==> config.mk <==
export PLATFORM = sky130hd
export DESIGN_NAME = mem_io_bridge
export DESIGN_NICKNAME = d
export VERILOG_FILES = /design/src/rtl/mem_io_bridge_pkg.sv /design/src/rtl/mem_io_bridge_fifo.sv /design/src/rtl/mem_io_bridge.sv
export SDC_FILE = /design/constraint.sdc
export NUM_CORES = 1
export LEC_CHECK = 0
export CORE_UTILIZATION = 59
export DETAILED_ROUTE_END_ITERATION = 12
export PLACE_DENSITY = 0.8
export SETUP_SLACK_MARGIN = 0.1
export SYNTH_ARGS = -nofsm -noshare
export SYNTH_HDL_FRONTEND = slang
export SYNTH_SLANG_ARGS = --single-unit
==> constraint.sdc <==
create_clock -name clk_in -period 3.5 [get_ports clk_in]
set_input_delay 0.7 -clock clk_in [delete_from_list [all_inputs] [get_ports clk_in]]
set_output_delay 0.7 -clock clk_in [all_outputs]
set_load 0.01 [all_outputs]
==> src/rtl/mem_io_bridge_pkg.sv <==
// mem_io_bridge_pkg: shared constants and types for the CPU memory / I/O bridge.
// Holds the I/O region decode, the port offsets within it and the read-return
// select encoding used by the top level.
package mem_io_bridge_pkg;

  // Base of the I/O region; only bits 17:16 take part in the decode.
  localparam logic [17:0] IO_BASE      = 18'h30000;

  // Offsets within the I/O region (low three address bits).
  localparam logic [2:0]  IO_PORT_DATA = 3'd0;
  localparam logic [2:0]  IO_PORT_CLK  = 3'd4;

  // Width of the registered read-select encoding.
  localparam int          RD_SEL_W     = 2;

  // Which I/O source produced the byte returned on the next cycle.
  typedef enum logic [RD_SEL_W-1:0] {
    SEL_NONE = 2'd0,
    SEL_DATA = 2'd1,
    SEL_CLK  = 2'd2
  } rd_sel_e;

  // Program-stop sequencing.
  typedef enum logic [1:0] {
    ST_RUN     = 2'd0,
    ST_DRAIN   = 2'd1,
    ST_STOPPED = 2'd2
  } stop_state_e;

  // True when an address falls in the I/O region.
  function automatic logic is_io_addr(input logic [17:0] addr);
    return addr[17:16] == IO_BASE[17:16];
  endfunction

endpackage

==> src/rtl/mem_io_bridge_fifo.sv <==
// byte_fifo: byte-wide synchronous FIFO of 2**DEPTH_BIT entries.
// Pointers carry one extra wrap bit so full and empty are told apart by the MSB.
// A pop and a push in the same cycle are both honoured, even when full.
// afull is a registered flag that is set when the occupancy is at least depth-1.
module byte_fifo #(
  parameter int DEPTH_BIT = 4
) (
  input  logic               clk,
  input  logic               rst_n,
  input  logic               push,
  input  logic [7:0]         din,
  input  logic               pop,
  output logic [7:0]         dout,
  output logic               full,
  output logic               empty,
  output logic               afull,
  output logic [DEPTH_BIT:0] count
);

  localparam int               DEPTH     = 2 ** DEPTH_BIT;
  localparam logic [DEPTH_BIT:0] AFULL_LVL = (DEPTH_BIT + 1)'(DEPTH - 1);

  logic [7:0]         mem [DEPTH];
  logic [DEPTH_BIT:0] wr_ptr, rd_ptr, wr_next, rd_next;
  logic               do_push, do_pop;

  // A pop on a full FIFO frees the slot that the same-cycle push refills.
  assign do_pop  = pop & ~empty;
  assign do_push = push & (~full | do_pop);

  assign wr_next = wr_ptr + (DEPTH_BIT + 1)'(do_push);
  assign rd_next = rd_ptr + (DEPTH_BIT + 1)'(do_pop);

  assign empty = (wr_ptr == rd_ptr);
  assign full  = (wr_ptr[DEPTH_BIT] != rd_ptr[DEPTH_BIT]) &&
                 (wr_ptr[DEPTH_BIT-1:0] == rd_ptr[DEPTH_BIT-1:0]);
  assign count = wr_ptr - rd_ptr;
  assign dout  = empty ? 8'h00 : mem[rd_ptr[DEPTH_BIT-1:0]];

  // Storage write.
  // NOTE: the data array has no reset; the pointers alone define what is valid,
  // and leaving it out lets synthesis map the array onto plain RAM cells.
  always_ff @(posedge clk) begin
    if (do_push) mem[wr_ptr[DEPTH_BIT-1:0]] <= din;
  end

  // Pointer and almost-full registers.
  // NOTE: sequential state uses non-blocking assignments so every flop samples
  // the pre-edge values regardless of statement order.
  always_ff @(posedge clk or negedge rst_n) begin
    if (!rst_n) begin
      wr_ptr <= '0;
      rd_ptr <= '0;
      afull  <= 1'b0;
    end else begin
      wr_ptr <= wr_next;
      rd_ptr <= rd_next;
      afull  <= (wr_next - rd_next) >= AFULL_LVL;
    end
  end

endmodule

==> src/rtl/mem_io_bridge.sv <==
// mem_io_bridge: routes the CPU byte bus to RAM or to the I/O region
// (address bits 17:16 == 2'b11) holding the UART TX/RX FIFOs, a cycle
// counter with snapshot, and program-stop. Read data returns one cycle later.
// Optional build macro IO_STOP_FLUSH_EN: a stop write first drains the TX
// FIFO and only then raises program_done.
module mem_io_bridge
  import mem_io_bridge_pkg::*;
#(
  parameter int TX_DEPTH_BIT = 4,
  parameter int RX_DEPTH_BIT = 4,
  parameter int RAM_ADDR_BIT = 17
) (
  input  logic                    clk_in,
  input  logic                    rst_n_in,
  input  logic                    rdy_in,
  input  logic [31:0]             cpu_a,
  input  logic [7:0]              cpu_dout,
  input  logic                    cpu_wr,
  output logic [7:0]              cpu_din,
  output logic                    cpu_io_full,
  output logic [RAM_ADDR_BIT-1:0] ram_a,
  output logic [7:0]              ram_dout,
  output logic                    ram_we,
  input  logic [7:0]              ram_din,
  output logic [7:0]              uart_tx_data,
  output logic                    uart_tx_valid,
  input  logic                    uart_tx_ready,
  input  logic [7:0]              uart_rx_data,
  input  logic                    uart_rx_valid,
  output logic                    program_done
);

  logic        is_io, io_wr, io_rd;
  logic [2:0]  io_lo;
  logic        data_wr, stop_wr, data_rd, clk_rd;
  logic        push_open, tx_push, tx_pop, tx_full, tx_empty;
  logic        rx_push, rx_pop, rx_full, rx_empty, rx_afull;
  logic [7:0]  rx_head;
  logic [TX_DEPTH_BIT:0] tx_count;
  logic [RX_DEPTH_BIT:0] rx_count;
  logic [31:0] cycle_cnt, snapshot;
  logic [7:0]  overflow_cnt, io_byte_d, io_byte_q;
  logic        src_q;
  rd_sel_e     sel_d, sel_q;
  stop_state_e state_q, state_d;
  logic        unused_ok;

  // Address decode; everything that changes state is qualified by rdy_in.
  assign is_io   = is_io_addr(cpu_a[17:0]);
  assign io_lo   = cpu_a[2:0];
  assign io_wr   = rdy_in & is_io & cpu_wr;
  assign io_rd   = rdy_in & is_io & ~cpu_wr;
  assign data_wr = io_wr & (io_lo == IO_PORT_DATA);
  assign stop_wr = io_wr & (io_lo == IO_PORT_CLK);
  assign data_rd = io_rd & (io_lo == IO_PORT_DATA);
  assign clk_rd  = io_rd & (io_lo == IO_PORT_CLK);

  // RAM path is a straight pass-through.
  assign ram_a    = cpu_a[RAM_ADDR_BIT-1:0];
  assign ram_dout = cpu_dout;
  assign ram_we   = cpu_wr & ~is_io & rdy_in;

`ifdef IO_STOP_FLUSH_EN
  assign push_open = (state_q == ST_RUN);
`else
  assign push_open = 1'b1;
`endif

  assign tx_push = data_wr & (cpu_dout != 8'h00) & push_open;
  assign tx_pop  = rdy_in & uart_tx_valid & uart_tx_ready;
  assign rx_push = rdy_in & uart_rx_valid;
  assign rx_pop  = data_rd;

  assign uart_tx_valid = ~tx_empty;

  byte_fifo #(.DEPTH_BIT(TX_DEPTH_BIT)) u_tx (
    .clk(clk_in), .rst_n(rst_n_in), .push(tx_push), .din(cpu_dout), .pop(tx_pop),
    .dout(uart_tx_data), .full(tx_full), .empty(tx_empty), .afull(cpu_io_full),
    .count(tx_count)
  );

  byte_fifo #(.DEPTH_BIT(RX_DEPTH_BIT)) u_rx (
    .clk(clk_in), .rst_n(rst_n_in), .push(rx_push), .din(uart_rx_data), .pop(rx_pop),
    .dout(rx_head), .full(rx_full), .empty(rx_empty), .afull(rx_afull),
    .count(rx_count)
  );

  // I/O read byte and its select, decoded in the request cycle.
  // NOTE: every variable gets a default before the case so no path leaves it
  // unassigned, which would otherwise infer a latch.
  always_comb begin
    io_byte_d = 8'h00;
    sel_d     = SEL_NONE;
    if (io_rd) begin
      case (io_lo)
        IO_PORT_DATA: begin io_byte_d = rx_head;          sel_d = SEL_DATA; end
        IO_PORT_CLK:  begin io_byte_d = cycle_cnt[7:0];   sel_d = SEL_CLK;  end
        3'd5:         begin io_byte_d = snapshot[15:8];   sel_d = SEL_CLK;  end
        3'd6:         begin io_byte_d = snapshot[23:16];  sel_d = SEL_CLK;  end
        3'd7:         begin io_byte_d = snapshot[31:24];  sel_d = SEL_CLK;  end
        default:      begin io_byte_d = 8'h00;            sel_d = SEL_NONE; end
      endcase
    end
  end

  // Read-return registers: source, select and the captured I/O byte.
  always_ff @(posedge clk_in or negedge rst_n_in) begin
    if (!rst_n_in) begin
      src_q     <= 1'b0;
      sel_q     <= SEL_NONE;
      io_byte_q <= 8'h00;
    end else if (rdy_in) begin
      src_q     <= ~cpu_wr & ~is_io;
      sel_q     <= sel_d;
      io_byte_q <= io_byte_d;
    end
  end

  assign cpu_din = src_q ? ram_din : ((sel_q == SEL_NONE) ? 8'h00 : io_byte_q);

  // Free-running cycle counter, snapshot and TX overflow counter.
  always_ff @(posedge clk_in or negedge rst_n_in) begin
    if (!rst_n_in) begin
      cycle_cnt    <= 32'd0;
      snapshot     <= 32'd0;
      overflow_cnt <= 8'd0;
    end else begin
      if (rdy_in) cycle_cnt <= cycle_cnt + 32'd1;
      if (clk_rd) snapshot <= cycle_cnt;
      if (tx_push && tx_full && !tx_pop && overflow_cnt != 8'hFF)
        overflow_cnt <= overflow_cnt + 8'd1;
    end
  end

  // Stop state register.
  always_ff @(posedge clk_in or negedge rst_n_in) begin
    if (!rst_n_in) state_q <= ST_RUN;
    else           state_q <= state_d;
  end

  // Stop next-state: drain the TX FIFO first when the flush feature is built in.
  always_comb begin
    state_d = state_q;
    case (state_q)
      ST_RUN: begin
`ifdef IO_STOP_FLUSH_EN
        if (stop_wr) state_d = ST_DRAIN;
`else
        if (stop_wr) state_d = ST_STOPPED;
`endif
      end
      ST_DRAIN:   if (rdy_in && tx_empty) state_d = ST_STOPPED;
      ST_STOPPED: state_d = ST_STOPPED;
      default:    state_d = ST_RUN;
    endcase
  end

  assign program_done = (state_q == ST_STOPPED);

  assign unused_ok = &{1'b0, cpu_a[31:18], tx_count, rx_count, rx_full, rx_afull};

endmodule

==> impl_metrics.tcl <==
set metrics [dict create \
    grt_max_degree 79 \
    cts-root-buf "clkbuf_16" \
    grt_pass1_wl_mm 46.5 \
    path_buf_inv 3 \
    maxCapViolCount 0 \
    cts_num_sinks 345 \
    ys.flop_type "edfxtp_1" \
    criticalPathCategory "reg2out" \
    reg2reg_depth 15 \
    finalWirelength_mm 29.4 \
    p_leak_nw 6.32 \
    regToRegEndpoint "u_tx.afull" \
    clock_path_buffers 3 \
    ys_warn_count 0 \
    crit_family "buffers and inverters" \
    nNetsFinal 1022 \
    cp-start-kind "flop" \
    ys_seq_elements 345 \
    status "finished clean" \
    timing.final.crit_share 0.958 \
    cts_tree "done" \
    vias 7856 \
    die_x_um 159 \
    grt_pass1_vias 8163 \
    first_iter_violations 714 \
    irDropWorstVdd_v 0.000448 \
    grt_use_total 0.243 \
    async_reset_ff_frac 0.258 \
    cts_hold_buf 0 \
    start_util 0.601 \
    port_buffers 66 \
    min_period_ns 3.35 \
    r2r_slack_ns 0.21 \
    drt_pre_antenna_iters 5 \
    cp-end-kind "output port" \
    htreeDepth 2 \
    overflow 0 \
    hold_class "in2async" \
    slew_headroom 0.356 \
    area_growth_pct 16.3 \
    arrival_ns 2.65 \
    max_stage_delay_ns 0.54 \
    finalSetupViolations 0 \
    clock_skew_ns 0.0323 \
    routabilityCongestion 0.857 \
    drive_gt1_frac 0.240 \
    ant_nets 0 \
    syn_inst 833 \
    ys_types 50 \
    r2r-start "u_tx.rd_ptr[0]" \
    worst_pin_slew_ns 0.966 \
    setup_ws_ns 0.146 \
    wire_per_inst_um 22.7 \
    core_area_mm2 0.0243 \
    crit_fanout 16 \
    viasPerCell 6.07 \
    startpoint "u_tx.rd_ptr[0]" \
    dp_slack_ns -0.520 \
    finalMaxSlewViolations 0 \
    ioPinCount 107 \
    netlist_area_mm2 0.0146 \
    numCtsBuffers 36 \
    dpl-instance-area_mm2 0.0157 \
    cp.required_ns 2.80 \
    post-route-cell-area_mm2 0.0170 \
    antenna_found_initial 0 \
    synth_nets 909 \
    total_power_mw 11.1 \
    clkTransAtPathRegs_ns 0.06 \
    drc 0 \
    antenna_cells 0 \
    die_h_um 159 \
    num_rows 57 \
    die-area_mm2 0.0254 \
    syn_avg_cell_area_um2 17.6 \
    hold_viol_final 0 \
    clk_latency_ns 0.52 \
    dp_hpwl_mm 18.3 \
    ys_seq_area_frac 0.678 \
    max_freq_mhz 298 \
    rsz0062_at_grt "yes" \
    path_cells "buf_12, buf_16, mux4_2, mux2i_2, a211oi_2, clkdlybuf4s50_1" \
    fin_util 0.699 \
    power_density_mw_per_mm2 653 \
    critPathSlowestCell "mux4_2" \
    synth_edf_count 256 \
]
==> sequential cells by signal, indices dropped and copies added (netlist names) <==
register / flops
u_rx.mem: 128
u_tx.mem: 128
cycle_cnt: 32
snapshot: 24
io_byte_q: 8
u_rx.rd_ptr: 5
u_rx.wr_ptr: 5
u_tx.rd_ptr: 5
u_tx.wr_ptr: 5
sel_q: 2
src_q: 1
state_q: 1
u_tx.afull: 1
==> where the power goes <==
| part | switching [mW] | internal, mW | total [mW] | leakage [nW] |
|---|---|---|---|---|
| registers | 0.194 | 4.60 | 4.79 | 3.50 |
| clock network | 1.49 | 2.01 | 3.50 | 0.529 |
| logic | 1.34 | 1.47 | 2.81 | 2.29 |
| total | 3.03 | 8.08 | 11.1 | 6.32 |
==> cell usage in the layout (no fill, tap or decap), types with 4 or more instances in the layout <==
| cell | Yosys | layout |
|---|---|---|
| edfxtp_1 | 256 | 256 |
| dfrtp_1 | 89 | 87 |
| buf_4 | 34 | 73 |
| clkdlybuf4s50_1 | 0 | 61 |
| mux4_2 | 53 | 53 |
| nand2_1 | 41 | 41 |
| clkbuf_16 | 0 | 36 |
| xnor2_1 | 37 | 35 |
| mux2_2 | 25 | 25 |
| nor3_1 | 19 | 19 |
| xor2_1 | 18 | 17 |
| a22oi_1 | 16 | 16 |
| mux4_1 | 16 | 16 |
| inv_1 | 15 | 15 |
| nand3_1 | 15 | 15 |
| nor4_1 | 16 | 15 |
| nor2b_1 | 15 | 14 |
| ha_1 | 13 | 13 |
| nor2_1 | 11 | 11 |
| a21oi_1 | 10 | 10 |
| o21ai_0 | 10 | 10 |
| a211oi_1 | 17 | 10 |
| nand4_1 | 9 | 9 |
| clkinv_1 | 1 | 9 |
| a211o_1 | 8 | 8 |
| clkbuf_1 | 8 | 8 |
| a211oi_2 | 0 | 7 |
| and3_1 | 6 | 6 |
| nand2b_1 | 6 | 6 |
| mux2i_1 | 8 | 5 |
| clkinv_2 | 0 | 5 |
| and2b_1 | 4 | 4 |
| and2_1 | 4 | 4 |
| a21o_1 | 4 | 4 |
| buf_12 | 1 | 4 |
==> what timing repair did <==
action / in CTS / in global routing
pin swaps: 0 / 2
setup endpoints to repair: 9 / 8
resized for setup: 14 / 11
hold endpoints to repair: 0 / 0
cloned: 1 / 0
setup buffers: 6 / 5
==> layout make-up <==
| type | count | area (um2) |
|---|---|---|
| fillers | 1514 | 7310 |
| repair buffers | 145 | 1340 |
| clock buffers | 46 | 958 |
| clock inverters | 17 | 119 |
| inverters | 16 | 60.1 |
| well taps | 324 | 405 |
| multi-input cells | 402 | 4210 |
| flip-flops and latches | 345 | 9920 |
==> per-layer routing <==
layer  routed length (um)  track usage  vias to the layer above
li1                     -            -                     3458
met5                    0            0                        -
met4                 1040        0.104                        0
met2                14700        0.402                      308
met3                 1780       0.0386                       70
met1                11900        0.326                     4020
==> cell usage after synthesis (3+ instances only) <==
| cell type | count | area share |
|---|---|---|
| buf_4 | 34 | 0.017 |
| nor4_1 | 16 | 0.0068 |
| inv_1 | 15 | 0.0039 |
| nor4_4 | 3 | 0.0044 |
| nand2_1 | 41 | 0.011 |
| mux2i_1 | 8 | 0.0055 |
| nor3_1 | 19 | 0.0065 |
| a21o_1 | 4 | 0.0021 |
| mux4_4 | 3 | 0.0051 |
| a211oi_1 | 17 | 0.0087 |
| and2_1 | 4 | 0.0017 |
| and4_1 | 3 | 0.0018 |
| a22oi_1 | 16 | 0.0082 |
| mux2_2 | 25 | 0.019 |
| buf_6 | 13 | 0.010 |
| dfrtp_1 | 89 | 0.15 |
| a21oi_1 | 10 | 0.0034 |
| edfxtp_1 | 256 | 0.53 |
| nand4_1 | 9 | 0.0039 |
| nand3_1 | 15 | 0.0051 |
| and2b_1 | 4 | 0.0021 |
| nor2b_1 | 15 | 0.0064 |
| ha_1 | 13 | 0.011 |
| buf_2 | 11 | 0.0038 |
| clkbuf_1 | 8 | 0.0021 |
| mux4_2 | 53 | 0.082 |
| a211o_1 | 8 | 0.0048 |
| xnor2_1 | 37 | 0.022 |
| mux4_1 | 16 | 0.029 |
| and3_1 | 6 | 0.0026 |
| o21ai_0 | 10 | 0.0034 |
| nand2b_1 | 6 | 0.0026 |
| nor2_1 | 11 | 0.0028 |
| xor2_1 | 18 | 0.011 |
==> worst max-delay path by stage <==
stage | end | slack [ns] | cells past startpoint
global placement | u_tx.afull | -0.44 | 13
finish | uart_tx_data[1] | 0.15 | 6
CTS | uart_tx_data[3] | 0.06 | 6
global route | u_tx.afull | 0.05 | 15
detailed placement | u_tx.afull | -0.52 | 13
floorplan | u_tx.afull | 0.16 | 15
==> per-stage QoR <==
stage	hold slack [ns]	setup TNS [ns]	std cells
after floorplan	0.404	0	833
after global placement	0.472	-0.445	1220
after detailed placement	0.465	-0.520	1220
after CTS	0.374	0	1290
after global routing	0.439	0	1295
final	0.332	0	1295
==> kinds of logic (layout without fill, tap and decap cells) <==
logic type / Yosys count / count (layout) / synth area share
AO/OA/AOI/OAI: 69 / 69 / 0.0333
XOR/XNOR: 56 / 56 / 0.0346
adder cells (fa/ha/maj): 14 / 14 / 0.0125
buffers and inverters: 86 / 224 / 0.0405
flip-flops: 345 / 345 / 0.678
multiplexers: 105 / 105 / 0.140
AND/OR/NAND/NOR: 158 / 158 / 0.0608
No activity file was read; power rests on OpenSTA's default activity.
